### src/rtl/imem_loader.sv
// imem_loader: boot-time instruction memory loader.
// Collects a byte stream over valid/ready, packs bytes little-endian into
// 32-bit words, writes them to consecutive word addresses of the instruction
// memory, and keeps the core in reset until the whole image has been written.

// Structural invariants of the loader outputs, kept apart from the datapath.
module imem_loader_checker (
  input logic       clk,
  input logic       rst_n,
  input logic       mem_we,
  input logic       byte_ready,
  input logic       done,
  input logic       cpu_rst_n,
  input logic       busy,
  input logic [1:0] addr_lsb
);

  // A write cycle never accepts a byte.
  a_we_not_ready: assert property (@(posedge clk) disable iff (!rst_n)
    mem_we |-> !byte_ready);

  // Addresses presented to the memory are always word aligned.
  a_we_aligned: assert property (@(posedge clk) disable iff (!rst_n)
    mem_we |-> (addr_lsb == 2'b00));

  // Each word produces exactly one single-cycle write pulse.
  a_we_pulse: assert property (@(posedge clk) disable iff (!rst_n)
    mem_we |=> !mem_we);

  // Once the image is complete the core runs and no session is active.
  a_done_release: assert property (@(posedge clk) disable iff (!rst_n)
    done |-> (cpu_rst_n && !busy));

endmodule

module imem_loader #(
  parameter int ADD = 8
) (
  input  logic         clk,
  input  logic         rst_n,
  input  logic         start,
  input  logic [ADD:0] num_words,
  input  logic         byte_valid,
  input  logic [7:0]   byte_data,
  output logic         byte_ready,
  output logic         mem_we,
  output logic [31:0]  mem_addr,
  output logic [31:0]  mem_wdata,
  output logic         cpu_rst_n,
  output logic         busy,
  output logic         done,
  output logic         error
);

  // Largest image that fits: exactly 2**ADD words.
  localparam logic [ADD:0] MAX_WORDS = {1'b1, {ADD{1'b0}}};
  localparam logic [ADD:0] ONE_WORD  = {{ADD{1'b0}}, 1'b1};
  localparam logic [ADD:0] NO_WORDS  = {(ADD+1){1'b0}};
  localparam int           PAD_W     = 32 - ADD - 3;

  typedef enum logic [1:0] {
    ST_IDLE  = 2'd0,
    ST_RECV  = 2'd1,
    ST_WRITE = 2'd2,
    ST_DONE  = 2'd3
  } state_t;

  state_t        state_r;
  state_t        state_s;

  logic [ADD:0]  num_words_r;
  logic [ADD:0]  word_idx_r;
  logic [1:0]    byte_cnt_r;
  logic [23:0]   word_buf_r;     // lanes 0..2; lane 3 comes straight from byte_data
  logic [31:0]   mem_addr_r;
  logic [31:0]   mem_wdata_r;
  logic          error_r;

  logic          start_ok_s;     // start is only looked at in IDLE or DONE
  logic          start_err_s;    // image too large: rejected
  logic          start_zero_s;   // empty image: straight to DONE
  logic          start_go_s;     // real session begins
  logic          hs_s;           // byte handshake this cycle
  logic          last_byte_s;    // fourth byte of the current word
  logic          last_word_s;    // word being written is the final one

  // Word index to memory byte address; upper bits stay zero.
  function automatic logic [31:0] word_to_byte_addr(input logic [ADD:0] idx);
    return {{PAD_W{1'b0}}, idx, 2'b00};
  endfunction

  assign start_ok_s   = start && ((state_r == ST_IDLE) || (state_r == ST_DONE));
  assign start_err_s  = start_ok_s && (num_words > MAX_WORDS);
  assign start_zero_s = start_ok_s && !start_err_s && (num_words == NO_WORDS);
  assign start_go_s   = start_ok_s && !start_err_s && (num_words != NO_WORDS);
  assign hs_s         = (state_r == ST_RECV) && byte_valid;
  assign last_byte_s  = hs_s && (byte_cnt_r == 2'd3);
  assign last_word_s  = ((word_idx_r + ONE_WORD) == num_words_r);

  // State register; reset returns to IDLE.
  always_ff @(posedge clk) begin
    if (!rst_n) begin
      state_r <= ST_IDLE;
    end else begin
      state_r <= state_s;
    end
  end

  // Next-state decision for the load session.
  always_comb begin
    state_s = state_r;
    case (state_r)
      ST_IDLE: begin
        if (start_go_s) begin
          state_s = ST_RECV;
        end else if (start_zero_s) begin
          state_s = ST_DONE;
        end else begin
          state_s = ST_IDLE;
        end
      end
      ST_RECV: begin
        if (last_byte_s) begin
          state_s = ST_WRITE;
        end else begin
          state_s = ST_RECV;
        end
      end
      ST_WRITE: begin
        if (last_word_s) begin
          state_s = ST_DONE;
        end else begin
          state_s = ST_RECV;
        end
      end
      ST_DONE: begin
        if (start_go_s) begin
          state_s = ST_RECV;
        end else begin
          state_s = ST_DONE;
        end
      end
      default: begin
        state_s = ST_IDLE;
      end
    endcase
  end

  // Session datapath: counters, byte packing, write-port registers, error flag.
  always_ff @(posedge clk) begin
    if (!rst_n) begin
      num_words_r <= {(ADD+1){1'b0}};
      word_idx_r  <= {(ADD+1){1'b0}};
      byte_cnt_r  <= 2'd0;
      word_buf_r  <= 24'd0;
      mem_addr_r  <= 32'd0;
      mem_wdata_r <= 32'd0;
      error_r     <= 1'b0;
    end else begin
      if (start_err_s) begin
        error_r <= 1'b1;
      end else if (start_go_s || start_zero_s) begin
        error_r <= 1'b0;
      end

      if (start_go_s) begin
        num_words_r <= num_words;
        word_idx_r  <= {(ADD+1){1'b0}};
        byte_cnt_r  <= 2'd0;
      end else if (state_r == ST_WRITE) begin
        word_idx_r  <= word_idx_r + ONE_WORD;
        byte_cnt_r  <= 2'd0;
      end else if (hs_s) begin
        byte_cnt_r <= byte_cnt_r + 2'd1;
        case (byte_cnt_r)
          2'd0: word_buf_r[7:0]   <= byte_data;
          2'd1: word_buf_r[15:8]  <= byte_data;
          2'd2: word_buf_r[23:16] <= byte_data;
          2'd3: begin
            // Word complete: stage address and data for the WRITE cycle.
            mem_wdata_r <= {byte_data, word_buf_r};
            mem_addr_r  <= word_to_byte_addr(word_idx_r);
          end
          default: word_buf_r <= word_buf_r;
        endcase
      end
    end
  end

  // Output decode from the registered state.
  always_comb begin
    byte_ready = 1'b0;
    mem_we     = 1'b0;
    busy       = 1'b0;
    done       = 1'b0;
    cpu_rst_n  = 1'b0;
    case (state_r)
      ST_IDLE: begin
        byte_ready = 1'b0;
      end
      ST_RECV: begin
        byte_ready = 1'b1;
        busy       = 1'b1;
      end
      ST_WRITE: begin
        mem_we = 1'b1;
        busy   = 1'b1;
      end
      ST_DONE: begin
        done      = 1'b1;
        cpu_rst_n = 1'b1;
      end
      default: begin
        byte_ready = 1'b0;
      end
    endcase
  end

  assign mem_addr  = mem_addr_r;
  assign mem_wdata = mem_wdata_r;
  assign error     = error_r;

  imem_loader_checker u_checker (
    .clk        (clk),
    .rst_n      (rst_n),
    .mem_we     (mem_we),
    .byte_ready (byte_ready),
    .done       (done),
    .cpu_rst_n  (cpu_rst_n),
    .busy       (busy),
    .addr_lsb   (mem_addr_r[1:0])
  );

endmodule

### config.mk
export PLATFORM = sky130hd
export DESIGN_NAME = imem_loader
export DESIGN_NICKNAME = d
export VERILOG_FILES = /design/src/rtl/imem_loader.sv
export SDC_FILE = /design/constraint.sdc
export NUM_CORES = 1
export LEC_CHECK = 0
export CORE_ASPECT_RATIO = 1.25
export CORE_MARGIN = 2
export CORE_UTILIZATION = 50
export DETAILED_ROUTE_END_ITERATION = 10
export PLACE_DENSITY = 0.82
export SLEW_MARGIN = 20
export SYNTH_ARGS = -nofsm -noshare
export SYNTH_HDL_FRONTEND = slang
export SYNTH_SLANG_ARGS = --single-unit
### constraint.sdc
create_clock -name clk -period 2.8 [get_ports clk]
set_input_delay 0.56 -clock clk [delete_from_list [all_inputs] [get_ports clk]]
set_output_delay 0.56 -clock clk [all_outputs]
set_load 0.05 [all_outputs]
==> impl_metrics.env <==
export IMPL_status="finished, final reports clean"
export IMPL_ys_ff_latch=88
export IMPL_drc=0
export IMPL_fp_dieH_um=102
export IMPL_dr_pass1_iters=5
export IMPL_post_route_period_util_pct=96.3
export IMPL_cts_root_buf="clkbuf_8"
export IMPL_tritoncts="yes"
export IMPL_viasPerCell=5.16
export IMPL_syn_area_per_cell_um2=9.18
export IMPL_crit_fanout=8
export IMPL_antenna_left=0
export IMPL_setup_tns_ns=0
export IMPL_worst_slew_pin_slew_ns=0.521
export IMPL_row_count=35
export IMPL_drive_gt1_share_pct=7.64
export IMPL_postCtsHoldBufs=0
export IMPL_numCtsBuffers=9
export IMPL_grt_overflow=0
export IMPL_syn_to_final_growth_pct=21.8
export IMPL_timing_worst_setup_path_type="in -> reg"
export IMPL_setup_viol=0
export IMPL_synth_cell_types=41
export IMPL_ios=91
export IMPL_clk_latency_ns=0.36
export IMPL_drv_slew=0
export IMPL_die_w_um=82.6
export IMPL_finalHoldViolations=0
export IMPL_maxCapViolCount=0
export IMPL_io_buffers=67
export IMPL_antenna_found_initial=0
export IMPL_cts_setup_buffers=0
export IMPL_grt_pass1_vias=2902
export IMPL_gp_congestion=0.878
export IMPL_initial_core_util_pct=51.9
export IMPL_yosys_warnings=0
export IMPL_period_minus_slack_ns=2.70
export IMPL_clk_pin_slew_ns=0.09
export IMPL_cts_sinks=88
export IMPL_cellPowerDensity_nw_per_um2=504
export IMPL_final_cell_mix="dfxtp_1, clkdlybuf4s50_1, nand2_1"
export IMPL_async_flop_share_pct=0
export IMPL_crit_path_start_kind="primary input"
export IMPL_wl_per_cell_um=14.3
export IMPL_hpwl_mm=5.68
export IMPL_htree_num_levels=3
export IMPL_cp_end_kind="flip-flop"
export IMPL_fmax_mhz=371
export IMPL_skew_ns=0.00948
export IMPL_synth_main_ff_cell="dfxtp_1"
export IMPL_peakVddDrop_mv=0.342
export IMPL_die_area_um2=8450
export IMPL_seq_area_frac_synth_pct=45.6
export IMPL_core_um2=7440
export IMPL_grt_max_degree=98
export IMPL_required_ns=3.08
export IMPL_grt_first_pass_wirelength_mm=13.4
export IMPL_synthesis_instances=421
export IMPL_rsz0062_at_grt="no"
export IMPL_min_delay_path_class="reg -> reg"
export IMPL_power_leakage_uw=0.00169
export IMPL_syn_area_um2=3860
export IMPL_cp_arrival_ns=2.97
export IMPL_vias=2973
export IMPL_synth_edff_count=0
export IMPL_cts_resized=0
export IMPL_final_common_cell="dfxtp_1"
export IMPL_first_iter_violations=186
export IMPL_nets=509
export IMPL_relSlewSlack_pct=65.2
export IMPL_clock_path_buffers=2
export IMPL_grt_util_all_layers_pct=21.0
export IMPL_finalPower_uw=2370
export IMPL_antennaDiodeCount=0
export IMPL_routed_wl_mm=8.23
[cells in the mapped netlist, drive strengths merged (3+ instances only)]
master	count	area, um2
nand3	43	215
inv	6	22.5
xor2	12	105
buf	40	284
xnor2	8	70.1
nor4b	5	88.8
clkbuf	16	60.1
nand4	5	31.3
nor2	13	48.8
nor2b	10	62.6
dfxtp	88	1760
ha	9	113
nand2	53	199
a21oi	3	15.0
o21ai	46	230
nand2b	4	25.0
mux2i	36	360
[sequential cells by signal, summed over array words and instances (netlist names)]
register,cells
mem_addr,9
mem_wdata,32
word_buf_r,24
state_r,2
error,1
num_words_r,9
word_idx_r,9
byte_cnt_r,2
[through the flow]
| step | cells | hold slack, ns | instance area, um2 | setup WS (ns) | util (%) |
|---|---|---|---|---|---|
| finish | 576 | 0.457 | 4710 | 0.103 | 63.2 |
| global route | 576 | 0.490 | 4710 | 0.0135 | 63.2 |
| CTS | 576 | 0.461 | 4710 | 0.0979 | 63.2 |
| detailed placement | 560 | 0.449 | 4510 | -0.247 | 60.6 |
| global placement | 560 | 0.444 | 4510 | -0.186 | 60.6 |
| floorplan | 443 | 0.438 | 3950 | 0.400 | - |
[final timing paths]
kind	slack (ns)	depth (start not counted)	startpoint	end
worst max-delay path	0.10	7	num_words[4]	word_buf_r[19]
worst min register to register	0.46	2	mem_addr[5]	mem_addr[5]
worst max register to register	0.75	7	state_r[0]	num_words_r[5]
worst min-delay path	0.46	2	mem_addr[5]	mem_addr[5]
[power breakdown]
part	internal (uW)	switching, uW	total [uW]
registers	1260	8.08	1270
clock network	419	455	874
logic	73.7	155	229
[metal layers]
| layer | GRT usage (%) | vias up | share of wire, % |
|---|---|---|---|
| met5 | 0 | - | 0 |
| met4 | 9.71 | 0 | 2.2 |
| met3 | 4.59 | 16 | 4.2 |
| met2 | 35.7 | 82 | 51 |
| met1 | 25.0 | 1379 | 42 |
| li1 | - | 1496 | - |
[worst max-delay path, cell delays in order]
cell,delay [ns]
clkdlybuf4s50_1,0.41
or4_4,0.56
or3_1,0.38
and3_1,0.31
nor4b_4,0.29
buf_4,0.23
mux2i_1,0.23
[final cells by class]
| class | count | area, um2 |
|---|---|---|
| clock buffers | 10 | 128 |
| clock inverters | 6 | 67.6 |
| fillers | 648 | 2740 |
| inverters | 6 | 22.5 |
| multi-input cells | 293 | 1820 |
| flip-flops and latches | 88 | 1760 |
| well taps | 92 | 115 |
| repair buffers | 81 | 793 |
[cell families (layout without fill, tap and decap cells)]
| group | after synthesis | after routing | share of synthesized area, % |
|---|---|---|---|
| fa+ha+maj | 9 | 9 | 2.91 |
| other cells | 1 | 23 | 0.0971 |
| buf+inv | 62 | 103 | 9.49 |
| compound gates | 59 | 59 | 8.39 |
| mux | 36 | 36 | 9.33 |
| flops | 88 | 88 | 45.6 |
| simple gates | 146 | 146 | 19.7 |
| xor+xnor | 20 | 20 | 4.53 |
Note: power is estimated with default switching activity, not from simulation.
